<file path="src/rtl/clk_divider_bank.sv">
// Bank of NCH independent programmable clock dividers. Each channel emits a
// registered one-cycle tick and a registered square-wave divided clock.
module clk_divider_bank #(
  parameter int NCH         = 4,
  parameter int WIDTH       = 32,
  parameter int DEFAULT_DIV = 50_000_000,
  localparam int CHW        = (NCH > 1) ? $clog2(NCH) : 1
) (
  input  logic             clk,
  input  logic             rst_n,
  input  logic             sync_i,
  input  logic             cfg_valid_i,
  output logic             cfg_ready_o,
  input  logic [CHW-1:0]   cfg_ch_i,
  input  logic [WIDTH-1:0] cfg_div_i,
  output logic [NCH-1:0]   tick_o,
  output logic [NCH-1:0]   div_clk_o,
  output logic [NCH-1:0]   pend_o
);

  localparam logic [WIDTH-1:0] RST_DIV  = WIDTH'(DEFAULT_DIV);
  localparam logic             RST_TICK = (DEFAULT_DIV == 1);
  localparam logic             RST_DCLK = (DEFAULT_DIV >= 2);

  logic [WIDTH-1:0] cnt_q   [NCH];
  logic [WIDTH-1:0] div_q   [NCH];
  logic [WIDTH-1:0] dpend_q [NCH];
  logic [WIDTH-1:0] cnt_d   [NCH];
  logic [WIDTH-1:0] div_d   [NCH];
  logic [WIDTH-1:0] dpend_d [NCH];
  logic [NCH-1:0]   pend_q, pend_d;
  logic [NCH-1:0]   tick_q, tick_d;
  logic [NCH-1:0]   dclk_q, dclk_d;
  logic [NCH-1:0]   run, wrap, wr;
  logic [(2**CHW)-1:0] pend_ext;
  logic             accept;

  // Padding the pend vector makes out-of-range channels read as ready.
  always_comb begin
    pend_ext          = '0;
    pend_ext[NCH-1:0] = pend_q;
  end

  assign cfg_ready_o = !pend_ext[cfg_ch_i];
  assign accept      = cfg_valid_i && cfg_ready_o;

  always_comb begin
    run     = '0;
    wrap    = '0;
    wr      = '0;
    pend_d  = pend_q;
    tick_d  = '0;
    dclk_d  = '0;
    cnt_d   = cnt_q;
    div_d   = div_q;
    dpend_d = dpend_q;
    for (int i = 0; i < NCH; i++) begin
      run[i]  = (div_q[i] != '0);
      wrap[i] = run[i] && (cnt_q[i] == div_q[i] - WIDTH'(1));
      wr[i]   = accept && (cfg_ch_i == CHW'(i));

      cnt_d[i] = (run[i] && !wrap[i]) ? cnt_q[i] + WIDTH'(1) : '0;

      // A pending divisor lands at the period boundary or on a sync strobe.
      if (pend_q[i] && (wrap[i] || sync_i)) begin
        div_d[i]  = dpend_q[i];
        pend_d[i] = 1'b0;
      end
      if (sync_i)
        cnt_d[i] = '0;

      // An accepted write implies pend_q[i] is clear, so no conflict above.
      if (wr[i]) begin
        if (!run[i] || sync_i) begin
          div_d[i] = cfg_div_i;
          cnt_d[i] = '0;
        end else begin
          dpend_d[i] = cfg_div_i;
          pend_d[i]  = 1'b1;
        end
      end

      tick_d[i] = (div_d[i] != '0) && (cnt_d[i] == div_d[i] - WIDTH'(1));
      dclk_d[i] = (cnt_d[i] < (div_d[i] >> 1));
    end
  end

  always_ff @(posedge clk or negedge rst_n) begin
    if (!rst_n) begin
      for (int i = 0; i < NCH; i++) begin
        cnt_q[i]   <= '0;
        div_q[i]   <= RST_DIV;
        dpend_q[i] <= '0;
      end
      pend_q <= '0;
      tick_q <= {NCH{RST_TICK}};
      dclk_q <= {NCH{RST_DCLK}};
    end else begin
      for (int i = 0; i < NCH; i++) begin
        cnt_q[i]   <= cnt_d[i];
        div_q[i]   <= div_d[i];
        dpend_q[i] <= dpend_d[i];
      end
      pend_q <= pend_d;
      tick_q <= tick_d;
      dclk_q <= dclk_d;
    end
  end

  assign tick_o    = tick_q;
  assign div_clk_o = dclk_q;
  assign pend_o    = pend_q;

endmodule

</file>
<file path="config.mk">
export PLATFORM = sky130hd
export DESIGN_NAME = clk_divider_bank
export DESIGN_NICKNAME = d
export VERILOG_FILES = /design/src/rtl/clk_divider_bank.sv
export SDC_FILE = /design/constraint.sdc
export NUM_CORES = 1
export LEC_CHECK = 0
export ABC_CLOCK_PERIOD_IN_PS = 14200
export CORE_MARGIN = 10
export CORE_UTILIZATION = 40
export DETAILED_ROUTE_END_ITERATION = 16
export GPL_TIMING_DRIVEN = 0
export PLACE_DENSITY = 0.53
export SYNTH_ARGS = -nofsm -noshare
export SYNTH_HDL_FRONTEND = slang
export SYNTH_SLANG_ARGS = --single-unit
</file>
<file path="constraint.sdc">
create_clock -name clk -period 14.2 [get_ports clk]
set_clock_uncertainty 0.1 [all_clocks]
set_input_delay 3.55 -clock clk [delete_from_list [all_inputs] [get_ports clk]]
set_output_delay 3.55 -clock clk [all_outputs]
set_load 0.02 [all_outputs]
</file>
Word-level counts from Yosys, hierarchy flattened
Index checks and enable logic that the tools add are counted.
Word-level totals
  flip-flop bits (word level): 396
Cells by class
  add/subtract/negate cells: 12
  magnitude comparators: 5
  eq/ne operators: 11
  mux-type cells: 42
  bitwise operators: 4
  reduce and logical (&&, ||, !) cells: 51
Operator list (number)
  $mux W32: 28
  $eq A32 B32 Y1: 8
  $reduce_bool A32 Y1: 8
  $sub A32 B1 Y32 const B: 8
  $add A32 B1 Y32 const B: 4
  $lt A32 B31 Y1: 4
  $logic_and A1 B1 Y1: 21
  $mux W1: 13
  $logic_not A1 Y1: 9
  $logic_or A1 B1 Y1: 8
  $reduce_and A2 Y1: 4
  $eq A2 B2 Y1 const B: 2
  $not A1 Y1: 4
  $lt A2 B3 Y1 const B: 1
  $bmux W1 S2: 1
  $eq A2 B1 Y1 const B: 1
  $logic_not A2 Y1: 1

Longest topological paths before layout
Gate-level depths: netlist of the first run.
  word-level depth: 11
  gate-level depth with buffers: 29
  mapped depth without buffers: 23

Least setup slack after synthesis of the first run
No wires, ideal clock.
  path type: input to output
  start: input port cfg_ch_i[1]
  end: output port cfg_ready_o
  arrival time: 4.336 ns
  required time: 10.550 ns
  setup slack: 6.214 ns
  stages: 2
  cells stage by stage: mux2_2 -> o21ai_0
Between the ends
  word-level cells in the longest chain between the ends: 3
RTL lines
  from (decl): RTL line 14  | input logic [CHW-1:0] cfg_ch_i,
  $bmux W1 S2: RTL line 44  | assign cfg_ready_o = !pend_ext[cfg_ch_i];
  $mux W1 (not written as such): RTL line 44
  $logic_not A1 Y1: RTL line 44
  to (decl): RTL line 13  | output logic cfg_ready_o,
No other way between the ends. The select of a mux whose other input is x is not followed.

Final worst setup path of the first run
Ends and elaborated chain as after synthesis.

==> reports/results.ini, run 1 <==
[run_status]
status = finished, violations left
violations = max-capacitance violations, max-slew violations

[clock_network]
cts.sinks = 396
clockBufferDepth = 3
cts-buffers-inserted = 50
clk_pin_slew_ns = 0.06
cts_tree = built
cts_resized = 0
holdBufCountCts = 0
clock_latency_ns = 0.62
cts_max_level = 2
root_buffer = clkbuf_16
cts_setup_buffers = 0

[logic_synthesis]
synth_xor_xnor_area_share_pct = 12.4
synth_fa_ha_area_share_pct = 5.37
syn_inst = 3485
synth_top_area_share_pct = 28.0
synthMuxAreaShare_pct = 6.11
synth_area_um2 = 30800
synth_seq_cells = 396
ys_warn_count = 0
syn_area_per_cell_um2 = 8.83
synth_flop_cell = dfrtp_1
synth_edf_count = 0
ys_seq_area_share_pct = 32.4
async_flop_share_pct = 100
syn-num-nets = 3655
synth.area.top_cells = dfrtp_1 28%, xnor2_1 7.4%, ha_1 5.4%, mux2_2 5.0%, xor2_1 4.8%
yosys.area.top_type = dfrtp_1
synthSimpleGateAreaFrac_pct = 23.4
synth_compound_area_share_pct = 15.7
ys_types = 115
synth_top_family_by_area = simple AND/OR/NAND/NOR gates

[place]
routabilityCongestion = 0.937
dp_cells = 4565
place_hpwl_um = 81000
portBuffers = 47

[detailed_routing]
vias_per_cell = 5.82
wl_um = 104000
drt-pass1-iter-count = 6
drc = 0
antenna_left = 0
drtIter0Drc = 2431
avgRoutedWirePerCell_um = 22.4
vias = 27100

[sta]
fmax_mhz = 104
drv_slew = 2
rsz0062_at_grt = no
setup_tns_ns = 0
setup_viol = 0
holdWs_ns = 0.407
period_needed_ns = 9.59
final-hold-violation-count = 0
slew_headroom_pct = -3.45
tightest_slew_ns = 1.51
period_share_pct = 67.5

[power_and_ir_drop]
vdd_drop_max_mv = 0.0898
p_leak_uw = 0.0142
power_density_nw_per_um2 = 129

[die]
ioPinCount = 51
initial_utilization_pct = 40.5
die_h_um = 297
dieArea_um2 = 88400
core-area_um2 = 76100
die_w_um = 297
num_rows = 101

[job]
cap_violations = 1

[setup_path]
reg2regPathDepth = 25
start_kind = input port
cp-end-kind = primary output
cp_slowest_stage_delay_ns = 0.74
cpMaxStageDelayCell = clkdlybuf4s50_1
crit_path_cell_trace = clkdlybuf4s50_1 -> mux2_2 -> o21ai_0 -> clkdlybuf4s50_1
worst-endpoint-required_ns = 10.55
critical_path_class = in2out
crit_top_cell = clkdlybuf4s50_1
worstPathArrival_ns = 5.94
crit_fanout = 5

[global_routing]
first_global_vias = 25600
globalRouteOverflowTotal = 0
grt_pass1_wl_um = 159000
antenna_found_initial = 4
grt_max_degree = 118
grt_usage_pct = 22.7

[finish]
final_core_util_pct = 45.2
drive_gt1_share_pct = 11.6
stdcell_count = 4659
final_nets = 3757
final_common_cell = dfrtp_1
area_growth_pct = 11.7
final_cell_mix = 344 x dfrtp_1, 321 x nor2_1, 261 x xnor2_1
n_antenna_cell = 0

[worst_hold_path]
holdPathStages = 1
min_path_type = reg2reg

layer usage:
layer  up-vias  routed length (um)  global-route usage [%]
met4         6                3660                    7.87
li1      13000                   -                       -
met3       167                5560                    3.11
met1     13200               50400                    32.9
met2       786               44700                    34.1
met5         -                  30                       0
flip-flops by register name, indices dropped and copies added (netlist names):
signal	cells
cnt_q	128
dpend_q	128
div_clk_o	4
tick_o	4
pend_o	4
div_q	128
power by group:
part / leakage [uW] / total (uW) / internal, uW / switching [uW]
Sequential: 0.00494 / 1540 / 1330 / 207
Clock: 0.000863 / 1370 / 817 / 556
Combinational: 0.00838 / 1520 / 599 / 926
synthesized netlist by cell type, drive strengths merged (22+ instances only):
library cell	number
dfrtp	344
nor2	324
xnor2	261
nand2	201
inv	186
xor2	170
nand3	144
nor3	142
mux2	136
ha	132
a21oi	110
o21ai	108
clkbuf	105
nand4	94
nor4	75
and3	62
nand2b	60
buf	57
or3	55
dfstp	52
o22ai	48
a31oi	42
a21o	41
mux2i	35
nor2b	34
o31ai	33
o221ai	32
or4	29
a211oi	24
and4	24
o22a	22
path summary, 6_finish.rpt:
check	startpoint	endpoint	slack, ns
worst max-delay path	cfg_ch_i[1]	cfg_ready_o	4.61
worst min-delay path	dpend_q[30]	dpend_q[30]	0.41
worst max register to register	div_q[96]	div_clk_o[0]	6.30
worst min register to register	dpend_q[30]	dpend_q[30]	0.41
max in group asynchronous	rst_n	dpend_q[27]	9.52
min in group asynchronous	rst_n	cnt_q[100]	2.83
area by class of cell:
cell class	count	area (um2)
inverters	187	702
clock buffers	64	1380
plain buffers	162	712
fillers	7535	41700
flip-flops and latches	396	9970
clock inverters	30	359
well taps	1030	1290
repair buffers	50	558
multi-input cells	2740	19400
worst max-delay path: cells and delay by family:
| family | cells | cell delay [ns] |
|---|---|---|
| buf+inv | 2 | 1.45 |
| compound gates | 1 | 0.55 |
| mux | 1 | 0.38 |
kinds of logic (layout without fill, tap and decap cells):
logic type | Yosys count | count (layout)
DFF | 396 | 396
buffers and inverters | 349 | 493
and+or+nand+nor | 1341 | 1341
xor gates and xnor gates | 433 | 433
muxes | 171 | 171
AOI/OAI and AO/OA | 663 | 663
adders and majority gates | 132 | 132
stage by stage:
| stage | instance area [um2] | setup WS [ns] | power (uW) |
|---|---|---|---|
| after floorplan | 30800 | 6.21 | 2580 |
| final | 34400 | 4.61 | 4440 |
| after global routing | 34400 | 4.35 | 4680 |
| after CTS | 34400 | 4.64 | 4450 |
| after detailed placement | 32600 | 4.01 | 3050 |
| after global placement | 32500 | -9.43 | 3040 |
Power figures use the tool's default switching activity.
==> run 2, diff against run 1 <==
--- a/config.mk
+++ b/config.mk
@@ -5,12 +5,12 @@
 export SDC_FILE = /design/constraint.sdc
 export NUM_CORES = 1
 export LEC_CHECK = 0
-export ABC_CLOCK_PERIOD_IN_PS = 14200
+export ABC_CLOCK_PERIOD_IN_PS = 8800
 export CORE_MARGIN = 10
 export CORE_UTILIZATION = 40
 export DETAILED_ROUTE_END_ITERATION = 16
 export GPL_TIMING_DRIVEN = 0
-export PLACE_DENSITY = 0.53
+export PLACE_DENSITY = 0.55
 export SYNTH_ARGS = -nofsm -noshare
 export SYNTH_HDL_FRONTEND = slang
 export SYNTH_SLANG_ARGS = --single-unit
==> constraint.sdc (replaced) <==
create_clock -name clk -period 8.8 [get_ports clk]
set_clock_uncertainty 0.1 [all_clocks]
set_input_delay 2.2 -clock clk [delete_from_list [all_inputs] [get_ports clk]]
set_output_delay 2.2 -clock clk [all_outputs]
set_load 0.02 [all_outputs]
==> reports/results.ini, run 2 (synthesis results as in run 1) <==
[sta]
final-hold-violation-count = 0  ; unchanged
fmax_mhz = 123
tightest_slew_ns = 1.25  ; was 1.51 ns
period_needed_ns = 8.15
setup_tns_ns = 0  ; unchanged
rsz0062_at_grt = no  ; unchanged
setup_viol = 0  ; unchanged
period_share_pct = 92.7
slew_headroom_pct = 16.6  ; was -3.45%
drv_slew = 0  ; was 2
setup_ws_ns = 0.647  ; was 4.61 ns

[setup_path]
critPathTopFamily = buffers and inverters  ; unchanged
crit_top_cell = clkbuf_1  ; was clkdlybuf4s50_1
crit_fanout = 10  ; was 5
crit_path_cell_trace = clkdlybuf4s50_1 -> clkbuf_1 -> buf_2 -> clkbuf_1 -> nor2_1 -> o21ai_1 -> clkbuf_1 -> clkbuf_1 -> nor2_1 -> ha_1 -> a21o_1 -> a21oi_1 -> nor2b_1 -> o21ai_0 -> nand2b_1 -> a21oi_1 -> nor2b_1 -> o21ai_0 -> o311ai_0 -> nor3_1  ; was clkdlybuf4s50_1 -> mux2_2 -> o21ai_0 -> clkdlybuf4s50_1
reg2regPathDepth = 28  ; was 25
start_kind = input port  ; unchanged
worstPathArrival_ns = 8.56  ; was 5.94 ns
worst-endpoint-required_ns = 9.21  ; was 10.55 ns
endpoint = div_clk_o[0]  ; was cfg_ready_o
critical_path_class = in2reg  ; was in2out
cpMaxStageDelayCell = clkbuf_1  ; was clkdlybuf4s50_1
r2r-end = div_clk_o[0]  ; unchanged
cp_slowest_stage_delay_ns = 0.93  ; was 0.74 ns
path_buf_inv = 6  ; was 2
cp-end-kind = register  ; was primary output
r2r_slack_ns = 0.99  ; was 6.30 ns
critical_path_depth = 20  ; was 4
reg2reg_from = div_q[96]  ; unchanged
worstSetupStartpoint = sync_i  ; was cfg_ch_i[1]

[finish]
ff_latch_area_um2 = 9970  ; unchanged
multi_input_area_um2 = 19400  ; unchanged
final_cell_mix = 344 x dfrtp_1, 321 x nor2_1, 261 x xnor2_1  ; unchanged
final_nets = 3759  ; was 3,757
final_common_cell = dfrtp_1  ; unchanged
area_growth_pct = 12.1  ; was 11.7%
top_regs = cnt_q x128, div_q x128, dpend_q x128  ; unchanged
drive_gt1_share_pct = 11.7  ; was 11.6%
n_antenna_cell = 0  ; unchanged
num-fill-cells = 7579  ; was 7,535

[clock_network]
clk_pin_slew_ns = 0.06  ; about the same
cts_max_level = 2  ; unchanged
cts-buffers-inserted = 50  ; unchanged
cts_resized = 0  ; unchanged
cts_tree = built  ; unchanged
root_buffer = clkbuf_16  ; unchanged
cts.sinks = 396  ; unchanged
cts_setup_buffers = 0  ; unchanged
holdBufCountCts = 0  ; unchanged
clock_latency_ns = 0.61  ; was 0.62 ns
clockBufferDepth = 3  ; unchanged

[detailed_routing]
avgRoutedWirePerCell_um = 22.1  ; was 22.4 um
antenna_left = 0  ; unchanged
wl_um = 103000  ; was 104,000 um
drc = 0  ; unchanged
vias = 27200  ; was 27.1k
drtIter0Drc = 2808  ; was 2,431
drt-pass1-iter-count = 6  ; unchanged
vias_per_cell = 5.84  ; was 5.82

[place]
routabilityCongestion = 0.912  ; was 0.937
portBuffers = 47  ; unchanged
dpl_worst_slack_ns = 0.0252  ; was 4.01 ns
place_hpwl_um = 80300  ; was 81,000 um

[die]
core-area_um2 = 76100  ; unchanged
num_rows = 101  ; unchanged
initial_utilization_pct = 40.5  ; unchanged
die_w_um = 297  ; unchanged
dieArea_um2 = 88400  ; unchanged
die_h_um = 297  ; unchanged
ioPinCount = 51  ; unchanged

[run_status]
status = completed  ; was finished, violations left

[power_and_ir_drop]
p_leak_uw = 0.0142  ; about the same
power_density_nw_per_um2 = 211  ; was 129 nW/um2
vdd_drop_max_mv = 0.141  ; was 0.0898 mV
power_uw = 7260  ; was 4440 uW

[worst_hold_path]
holdPathStages = 1  ; unchanged
min_path_type = reg2reg  ; unchanged

[global_routing]
antenna_found_initial = 2  ; was 4
grt_max_degree = 99  ; was 118
grt_pass1_wl_um = 159000  ; about the same
grt_usage_pct = 22.6  ; was 22.7%
first_global_vias = 25700  ; was 25.6k
globalRouteOverflowTotal = 0  ; unchanged

[job]
cap_violations = 0  ; was 1

## run 2: cell types whose count changed in the layout (fill, tap and decap cells not counted), sizes merged
cell,previous run,this run
clkinvlp,3,5
clkbuf,169,172
clkinv,18,14
bufinv,7,9
inv,189,186
buf,61,63
## run 2: routing by layer
metal / vias to the layer above / global-route usage [%] / wire (um)
li1: 13000 / - / -
met1: 13300 / 33.0 / 50000
met2: 783 / 33.6 / 43800
met3: 172 / 2.73 / 5000
met4: 2 / 8.64 / 4110
met5: - / 0 / 13
## run 2: per-stage QoR
stage	hold slack, ns	instance area (um2)	util [%]	cells
after floorplan	0.370	30800	-	3485
after global placement	0.378	32500	42.8	4562
after detailed placement	0.386	32700	42.9	4567
after CTS	0.400	34500	45.4	4661
after global routing	0.409	34500	45.4	4661
final	0.397	34500	45.4	4661
## run 2: worst min-delay path by stage
stage                startpoint     endpoint  slack, ns
CTS                 dpend_q[67]  dpend_q[67]       0.40
floorplan           dpend_q[67]  dpend_q[67]       0.37
global route        dpend_q[67]  dpend_q[67]       0.41
detailed placement  dpend_q[67]  dpend_q[67]       0.39
finish              dpend_q[67]  dpend_q[67]       0.40
global placement    dpend_q[67]  dpend_q[67]       0.38
## run 2: report_power, final
part | switching (uW) | total [uW] | internal [uW] | leakage [uW]
sequential | 330 | 2480 | 2150 | 0.00494
combinational | 1500 | 2470 | 967 | 0.00840
clock | 885 | 2320 | 1430 | 0.000903
## run 2: final cells by class
class | instances | share of cell area (%)
timing repair buffer | 52 | 1.71
clock inverter | 27 | 1.08
buffer | 162 | 2.06
multi-input combinational | 2740 | 56.2
tap | 1030 | 3.74
inverter | 187 | 2.03
sequential | 396 | 28.9
clock buffer | 67 | 4.26
==> run 3, diff against run 2 <==
--- a/config.mk
+++ b/config.mk
@@ -6,6 +6,7 @@
 export NUM_CORES = 1
 export LEC_CHECK = 0
 export ABC_CLOCK_PERIOD_IN_PS = 8800
+export CAP_MARGIN = 20
 export CORE_MARGIN = 10
 export CORE_UTILIZATION = 40
 export DETAILED_ROUTE_END_ITERATION = 16
==> reports/results.ini, run 3 (synthesis results as in run 1) <==
[clock_network]
cts_resized = 0  ; unchanged
cts.sinks = 396  ; unchanged
clk_pin_slew_ns = 0.06  ; about the same
cts-buffers-inserted = 50  ; unchanged
clockBufferDepth = 3  ; unchanged
holdBufCountCts = 0  ; unchanged
cts_tree = built  ; unchanged
clock_latency_ns = 0.62  ; was 0.61 ns
root_buffer = clkbuf_16  ; unchanged
cts_max_level = 2  ; unchanged
cts_setup_buffers = 0  ; unchanged

[finish]
final_cell_mix = 344 x dfrtp_1, 321 x nor2_1, 261 x xnor2_1  ; unchanged
ff_latch_area_um2 = 9970  ; unchanged
drive_gt1_share_pct = 11.6  ; was 11.7%
num-fill-cells = 7560  ; was 7,579
final_common_cell = dfrtp_1  ; unchanged
top_regs = cnt_q x128, div_q x128, dpend_q x128  ; unchanged
area_growth_pct = 12.0  ; was 12.1%
multi_input_area_um2 = 19400  ; unchanged
design_area_um2 = 34500  ; about the same
final_nets = 3760  ; was 3,759

[detailed_routing]
vias_per_cell = 5.85  ; was 5.84
wl_um = 104000  ; was 103,000 um
drc = 0  ; unchanged
avgRoutedWirePerCell_um = 22.2  ; was 22.1 um
antenna_left = 0  ; unchanged
drtIter0Drc = 2499  ; was 2,808
vias = 27300  ; was 27.2k
drt-pass1-iter-count = 6  ; unchanged

[place]
routabilityCongestion = 0.912  ; unchanged
placed_area_um2 = 32700  ; unchanged
portBuffers = 47  ; unchanged
place_hpwl_um = 80400  ; was 80,300 um

[power_and_ir_drop]
vdd_drop_max_mv = 0.144  ; was 0.141 mV
power_density_nw_per_um2 = 210  ; was 211 nW/um2
p_leak_uw = 0.0142  ; about the same

[setup_path]
crit_fanout = 10  ; unchanged
cp-end-kind = register  ; unchanged
worstPathArrival_ns = 8.62  ; was 8.56 ns
critical_path_class = in2reg  ; unchanged
start_kind = input port  ; unchanged
worst-endpoint-required_ns = 9.22  ; was 9.21 ns

[sta]
tightest_slew_ns = 1.13  ; was 1.25 ns
slew_headroom_pct = 24.7  ; was 16.6%
setup_tns_ns = 0  ; unchanged
holdWs_ns = 0.398  ; was 0.397 ns
drv_slew = 0  ; unchanged
final-hold-violation-count = 0  ; unchanged
period_share_pct = 93.1  ; was 92.7%
fmax_mhz = 122  ; was 123 MHz
rsz0062_at_grt = no  ; unchanged
setup_viol = 0  ; unchanged
period_needed_ns = 8.19  ; was 8.15 ns

[die]
initial_utilization_pct = 40.5  ; unchanged
die_h_um = 297  ; unchanged
dieArea_um2 = 88400  ; unchanged
ioPinCount = 51  ; unchanged
core-area_um2 = 76100  ; unchanged
die_w_um = 297  ; unchanged
num_rows = 101  ; unchanged

[run_status]
status = completed  ; unchanged

[global_routing]
grt_max_degree = 99  ; unchanged
antenna_found_initial = 3  ; was 2
globalRouteOverflowTotal = 0  ; unchanged
grt_usage_pct = 22.7  ; was 22.6%
grt_pass1_wl_um = 159000  ; about the same
first_global_vias = 25800  ; was 25.7k

[job]
cap_violations = 0  ; unchanged

[worst_hold_path]
min_path_type = reg2reg  ; unchanged

-- run 3: cell count changes in the layout (fill, tap and decap cells not counted), moves of 2 or more --
cell	delta
clkinv_2	-6
bufinv_16	-2
clkbuf_1	+2
clkinvlp_4	+3
clkinv_4	+2
-- run 3: layout make-up --
class	instances	share of cell area, %
well taps	1030	3.74
diodes	1	0.00726
plain buffers	162	2.07
inverters	187	2.04
flip-flops and latches	396	28.9
clock buffers	69	4.28
clock inverters	25	0.962
multi-input cells	2740	56.2
repair buffers	53	1.73
-- run 3: report_power, final --
group,internal (uW),leakage [uW],switching [uW],total (uW)
registers,2150,0.00494,331,2480
logic,967,0.00840,1500,2470
clock network,1380,0.000866,896,2280
-- run 3: critical path, cell delays in order --
cell and delay [ns]:
clkdlybuf4s50_1 0.51, clkbuf_1 0.85, buf_2 0.52, clkbuf_1 0.63, nor2_1 0.14, o21ai_1 0.50
clkbuf_1 0.59, clkbuf_1 0.54, nor2_1 0.28, ha_1 0.37, a21o_1 0.16, a21oi_1 0.15
nor2b_1 0.06, o21ai_0 0.14, nand2b_1 0.07, a21oi_1 0.15, nor2b_1 0.05, o21ai_0 0.29
o311ai_0 0.20, nor3_1 0.19
-- run 3: through the flow --
step / instances / setup WS [ns] / utilization, % / total power (uW)
floorplan: 3485 / 2.79 / - / 4160
global placement: 4562 / -13.43 / 42.8 / 4900
detailed placement: 4567 / 0.0193 / 42.9 / 4920
CTS: 4661 / 0.637 / 45.3 / 7240
global route: 4662 / 0.296 / 45.3 / 7620
finish: 4663 / 0.608 / 45.3 / 7230
-- run 3: layer usage --
layer  track usage [%]  share of wire, %  vias to the layer above
met4              7.15               3.2                        4
met1              33.2                48                    13300
met5                 0             0.024                        -
met2              34.6                44                      808
li1                  -                 -                    13000
met3              2.34               4.9                      140
-- run 3: path summary, 6_finish.rpt --
kind | startpoint | to | slack, ns | cells after the start
max | sync_i | div_clk_o[0] | 0.61 | 20
min | dpend_q[67] | dpend_q[67] | 0.40 | 1
max reg2reg | div_q[96] | div_clk_o[0] | 0.88 | 28
min reg2reg | dpend_q[67] | dpend_q[67] | 0.40 | 1
max in group asynchronous | rst_n | div_q[57] | 5.39 | 4
min in group asynchronous | rst_n | cnt_q[102] | 1.43 | 1
